### src/rtl/nibbler_pkg.sv
// Shared definitions for the Nibbler fetch/branch sequencer: opcodes, state
// encoding and return-stack depth.
package nibbler_pkg;

  localparam logic [3:0] OP_JC   = 4'h0;
  localparam logic [3:0] OP_CALL = 4'h2;
  localparam logic [3:0] OP_RET  = 4'h3;
  localparam logic [3:0] OP_JNC  = 4'h4;
  localparam logic [3:0] OP_JZ   = 4'h8;
  localparam logic [3:0] OP_JNZ  = 4'hC;
  localparam logic [3:0] OP_JMP  = 4'hE;

  localparam int unsigned STACK_DEPTH = 4;

  typedef enum logic [1:0] {
    S_FETCH,
    S_OPERAND,
    S_BRANCH
  } seq_state_t;

  function automatic logic is_jump(input logic [3:0] op);
    return op inside {OP_JC, OP_JNC, OP_JZ, OP_JNZ, OP_JMP};
  endfunction

endpackage

### src/rtl/pc_sequencer_ret_stack.sv
// Circular return-address stack; a push when full overwrites the oldest entry
// and a pop when empty returns zero.
module ret_stack
  import nibbler_pkg::*;
#(
  parameter int unsigned W     = 12,
  parameter int unsigned DEPTH = STACK_DEPTH
) (
  input  logic         clk,
  input  logic         reset,
  input  logic         push,
  input  logic         pop,
  input  logic [W-1:0] din,
  output logic [W-1:0] dout,
  output logic         full,
  output logic         empty
);

  localparam int unsigned PW = $clog2(DEPTH);
  localparam logic [PW:0] FULL_CNT = DEPTH[PW:0];

  logic [PW-1:0] ptr_q, ptr_d, top_idx;
  logic [PW:0]   cnt_q, cnt_d;
  logic [W-1:0]  mem_q [DEPTH];
  logic [W-1:0]  mem_d [DEPTH];

  assign full    = (cnt_q == FULL_CNT);
  assign empty   = (cnt_q == '0);
  assign top_idx = ptr_q - PW'(1);
  assign dout    = empty ? '0 : mem_q[top_idx];

  // DEPTH is a power of two, so the write pointer simply wraps; when full it
  // lands on the oldest entry, which is exactly the slot to overwrite.
  always_comb begin
    ptr_d = ptr_q;
    cnt_d = cnt_q;
    mem_d = mem_q;
    if (push) begin
      mem_d[ptr_q] = din;
      ptr_d        = ptr_q + PW'(1);
      if (!full) cnt_d = cnt_q + (PW+1)'(1);
    end else if (pop && !empty) begin
      ptr_d = top_idx;
      cnt_d = cnt_q - (PW+1)'(1);
    end
  end

  always_ff @(posedge clk) begin
    if (reset) begin
      ptr_q <= '0;
      cnt_q <= '0;
      mem_q <= '{default: '0};
    end else begin
      ptr_q <= ptr_d;
      cnt_q <= cnt_d;
      mem_q <= mem_d;
    end
  end

endmodule

### src/rtl/pc_sequencer.sv
// Nibbler PC fetch/branch sequencer. Define PC_SEQ_STACK_EN to build the
// CALL/RET return stack; otherwise CALL/RET execute as ordinary opcodes.
module pc_sequencer
  import nibbler_pkg::*;
#(
  parameter int unsigned N = 12
) (
  input  logic         clk,
  input  logic         reset,
  input  logic         run,
  input  logic [7:0]   instr,
  input  logic [N-1:0] pcAddress,
  input  logic         carry,
  input  logic         zero,
  output logic         notLoadPC,
  output logic         incPC,
  output logic [N-1:0] loadAddress,
  output logic [3:0]   opcode,
  output logic [3:0]   operand,
  output logic         exec,
  output logic         halted,
  output logic         stackErr
);

  seq_state_t   state_q, state_d;
  logic [3:0]   op_q, op_d;
  logic [3:0]   hi_q, hi_d;
  logic [7:0]   lo_q, lo_d;
  logic         taken;
  logic         stk_push, stk_pop;
  logic [N-1:0] stk_dout;
  logic [N-1:0] target;

  assign target = N'({hi_q, lo_q});

`ifdef PC_SEQ_STACK_EN
  localparam bit STACK_EN = 1'b1;

  logic stk_full, stk_empty;
  logic err_q, err_d;

  ret_stack #(
    .W     (N),
    .DEPTH (STACK_DEPTH)
  ) u_ret_stack (
    .clk   (clk),
    .reset (reset),
    .push  (stk_push),
    .pop   (stk_pop),
    .din   (pcAddress),
    .dout  (stk_dout),
    .full  (stk_full),
    .empty (stk_empty)
  );

  always_comb err_d = err_q | (stk_push & stk_full) | (stk_pop & stk_empty);

  always_ff @(posedge clk) begin
    if (reset) err_q <= 1'b0;
    else       err_q <= err_d;
  end

  assign stackErr = err_q;
`else
  localparam bit STACK_EN = 1'b0;

  logic unused_stack;

  assign stk_dout     = '0;
  assign stackErr     = 1'b0;
  assign unused_stack = ^{stk_push, stk_pop, pcAddress};
`endif

  always_comb begin
    state_d     = state_q;
    op_d        = op_q;
    hi_d        = hi_q;
    lo_d        = lo_q;
    taken       = 1'b0;
    stk_push    = 1'b0;
    stk_pop     = 1'b0;
    notLoadPC   = 1'b1;
    incPC       = 1'b0;
    loadAddress = '0;
    opcode      = '0;
    operand     = '0;
    exec        = 1'b0;
    halted      = 1'b0;
    if (!reset) begin
      case (state_q)
        S_FETCH: begin
          opcode  = instr[7:4];
          operand = instr[3:0];
          if (!run) begin
            halted = 1'b1;
          end else begin
            incPC = 1'b1;
            op_d  = instr[7:4];
            hi_d  = instr[3:0];
            if (is_jump(instr[7:4]) || (STACK_EN && instr[7:4] == OP_CALL))
              state_d = S_OPERAND;
            else if (STACK_EN && instr[7:4] == OP_RET)
              state_d = S_BRANCH;
            else
              exec = 1'b1;
          end
        end
        S_OPERAND: begin
          incPC   = 1'b1;
          lo_d    = instr;
          state_d = S_BRANCH;
        end
        S_BRANCH: begin
          state_d = S_FETCH;
          case (op_q)
            OP_JC:   taken = carry;
            OP_JNC:  taken = ~carry;
            OP_JZ:   taken = zero;
            OP_JNZ:  taken = ~zero;
            OP_JMP:  taken = 1'b1;
            OP_CALL: begin
              taken    = STACK_EN;
              stk_push = STACK_EN;
            end
            OP_RET: begin
              taken   = STACK_EN;
              stk_pop = STACK_EN;
            end
            default: taken = 1'b0;
          endcase
          if (taken) begin
            notLoadPC   = 1'b0;
            loadAddress = (op_q == OP_RET) ? stk_dout : target;
          end
        end
        default: state_d = S_FETCH;
      endcase
    end
  end

  always_ff @(posedge clk) begin
    if (reset) begin
      state_q <= S_FETCH;
      op_q    <= '0;
      hi_q    <= '0;
      lo_q    <= '0;
    end else begin
      state_q <= state_d;
      op_q    <= op_d;
      hi_q    <= hi_d;
      lo_q    <= lo_d;
    end
  end

endmodule

### config.mk
export PLATFORM = sky130hd
export DESIGN_NAME = pc_sequencer
export DESIGN_NICKNAME = d
export VERILOG_FILES = /design/src/rtl/nibbler_pkg.sv /design/src/rtl/pc_sequencer_ret_stack.sv /design/src/rtl/pc_sequencer.sv
export SDC_FILE = /design/constraint.sdc
export NUM_CORES = 1
export LEC_CHECK = 0
export ABC_AREA = 0
export BUFFER_PORTS_ARGS = -buffer_cell sky130_fd_sc_hd__clkbuf_2
export CAP_MARGIN = 25
export CORE_MARGIN = 3
export CORE_UTILIZATION = 47
export DETAILED_ROUTE_END_ITERATION = 10
export GPL_TIMING_DRIVEN = 0
export PLACE_DENSITY = 0.83
export SETUP_SLACK_MARGIN = 0.1
export SLEW_MARGIN = 30
export SYNTH_ARGS = -nofsm -noshare
export SYNTH_HDL_FRONTEND = slang
export SYNTH_SLANG_ARGS = --single-unit
### constraint.sdc
create_clock -name clk -period 2.6 [get_ports clk]
set_input_delay 0.39 -clock clk [delete_from_list [all_inputs] [get_ports clk]]
set_output_delay 0.39 -clock clk [all_outputs]
set_load 0.02 [all_outputs]
==> results.ini <==
[power]
power_mw=0.5838
pwr-share-seq=0.513
p_comb_frac=0.188
p_switching_mw=0.1663
p_int_mw=0.4175
power_density_nw_per_um2=486.1
switching_share=0.2849
p_clk_frac=0.299
p_leak_nw=0.6417
irDropWorstVdd_v=0.0003007

[worst_setup_path]
cp-start-kind=flop
crit_path_max_fanout=10
crit_buf_inv=2
required_ns=2.21
cp_slowest_stage_delay_ns=0.45
crit_slowest_cell=dfxtp_1
arrival_ns=1.74
crit_path_end_kind=output port
worstPathCellList=nor4b_4, buf_2, nand2_1, a21oi_1, clkbuf_2
crit_type=flop to output port
cp_top_family=flip-flops

[clock_network]
cts_setup_buffers=0
ctsHoldBuffers=0
cts_resized=0
cts_buffers=3
htree_levels=1
cts.clk_slew.worst_paths_ns=0.10
clk_path_buf_depth=2
clock-root-buffer=clkbuf_4
cts.sinks=18
cts_tree=done
clk_latency_ns=0.29

[place]
pre_cts_slack_ns=0.7204
place.gp.congestion=0.7108
numPlacedInstances=173
io_buffers=36
placed_area_sq_um=1165
hpwl_mm=1.757

[min_path]
min_path_type=input port to flop

[sta]
slew_violations=0
finClkSkew_ns=0.002445
holdWs_ns=0.3385
timing.final.ws_setup_ns=0.4675
tightest_slew_ns=0.7115
slew-limit-headroom=0.5220
final-setup-viol-count=0
hold_viol=0
min_period_over_period=0.8202
rsz0062_at_grt=false
min_period_ns=2.132
setup_tns_ns=0
clock.fmax_mhz=468.9

[global_route]
first_global_vias=924
met2_usage=0.3541
grt_use_met1=0.2288
grt.overflow.total=0
grt_antenna_before_repair=0
grtUsageTotal=0.1983
grtUsageMet3=0.03790
grt_max_degree=11
grt_pass1_wl_mm=3.953
grt.busiest_layer=met2

[finish]
fin_area_sq_um=1201
syn_to_final_growth_pct=25.98
layout.filler_cells=167
final_util=0.6598
drive_above_1_share=0.3092
layout.cells.non_filler=177
antenna_cells=0
nNetsFinal=178
final_common_cell=clkbuf_2
mostFrequentLayoutCells=36 x clkbuf_2, 21 x nand2_1, 18 x dfxtp_1, 13 x a21oi_1, 10 x nor2_1

[routing]
via_per_inst=5.299
drc=0
totalWireLength_mm=2.324
drt-initial-drc-count=25
num_vias=938
ant_nets=0
wl_per_cell_microns=13.13
drtPass1Iterations=4

[synthesis]
synthMuxAreaShare=0.08399
syn_nets=137
yosysWarnings=0
synth_xor_xnor_area_share=0.009186
synthSimpleGateAreaFrac=0.3031
synth_top_cells_by_area=dfxtp_1 38%, mux2i_1 8.4%, o211a_1 8.4%, nand2_1 8.3%, a21oi_1 6.8%
postSynthCellCount=112
synth_compound_area_frac=0.1732
yosys.area.top_type=dfxtp_1
ys.flop_type=dfxtp_1
synth_top_family_by_area=simple AND/OR/NAND/NOR gates
synth_top_area_frac=0.3780
synth_edf_count=0
syn_area_per_cell_sq_um=8.513
synth-adder-area-share=0
ys_seq_area_frac=0.3780
synth_cell_types=26
synth_seq_cells=18
synth_async_sr_flop_share=0
syn_area_sq_um=953.4

[floorplanning]
coreArea_sq_um=1821
dieHeight_microns=51.04
floorplan.die.width_microns=51.04
io-pin-count=50
die_area_sq_um=2605
num_rows=15
start_util=0.5237

[run]
drv_cap=0

[status]
status=completed

[worst paths after layout]
| check | cells after the start | to | from | slack (ns) |
|---|---|---|---|---|
| worst min register to register | 2 | lo_q[2] | lo_q[2] | 0.47 |
| worst max register to register | 4 | lo_q[1] | state_q[0] | 1.35 |
| worst max-delay path | 5 | loadAddress[9] | state_q[1] | 0.47 |
| worst min-delay path | 3 | lo_q[2] | instr[2] | 0.34 |
[power by group through the flow]
stage | clock, mW | sequential [mW] | combinational (mW)
after CTS | 0.177 | 0.299 | 0.110
after floorplan | 0 | 0.303 | 0.0744
after global placement | 0 | 0.304 | 0.107
after detailed placement | 0 | 0.305 | 0.109
after global routing | 0.186 | 0.301 | 0.122
final | 0.175 | 0.299 | 0.110
[metal layers]
metal / vias up / wire, microns
met1: 435 / 987
met2: 34 / 1177
li1: 467 / -
met4: 0 / 13
met3: 2 / 145
met5: - / 0
[cells in the mapped netlist, types with 2 or more instances]
cell type  number
a21oi_1        13
and2_1          8
buf_4           2
clkbuf_1        4
dfxtp_1        18
mux2i_1         8
nand2_1        21
nand2b_1        2
nor2_1         10
nor3_1          2
nor3b_1         2
o211a_1         8
[logic make-up (layout without fill, tap and decap cells)]
kind of cell    after synthesis  after routing
simple gates                 52             52
other cells                   1              1
mux                           8              8
buf+inv                       8             48
xor+xnor                      1              1
compound gates               24             24
flops                        18             18
[layout make-up]
| class | count | area [sq um] | share of cell area |
|---|---|---|---|
| plain buffers | 8 | 46.29 | 0.03854 |
| clock buffers | 4 | 36.28 | 0.03021 |
| multi-input cells | 86 | 546.8 | 0.4552 |
| well taps | 25 | 31.28 | 0.02604 |
| flip-flops and latches | 18 | 360.3 | 0.3000 |
| repair buffers | 36 | 180.2 | 0.1500 |
[registers in the layout, summed over array words and instances, names as in the netlist]
| signal | cells |
|---|---|
| lo_q | 8 |
| state_q | 2 |
| hi_q | 4 |
| op_q | 4 |
[worst reg2reg max path: stages, from the launching register on]
cell and delay [ns]:
dfxtp_1 0.50, nor2b_1 0.17, clkbuf_1 0.28, nand2_1 0.10, a21oi_1 0.14
Note: power is estimated with default switching activity, not from simulation.
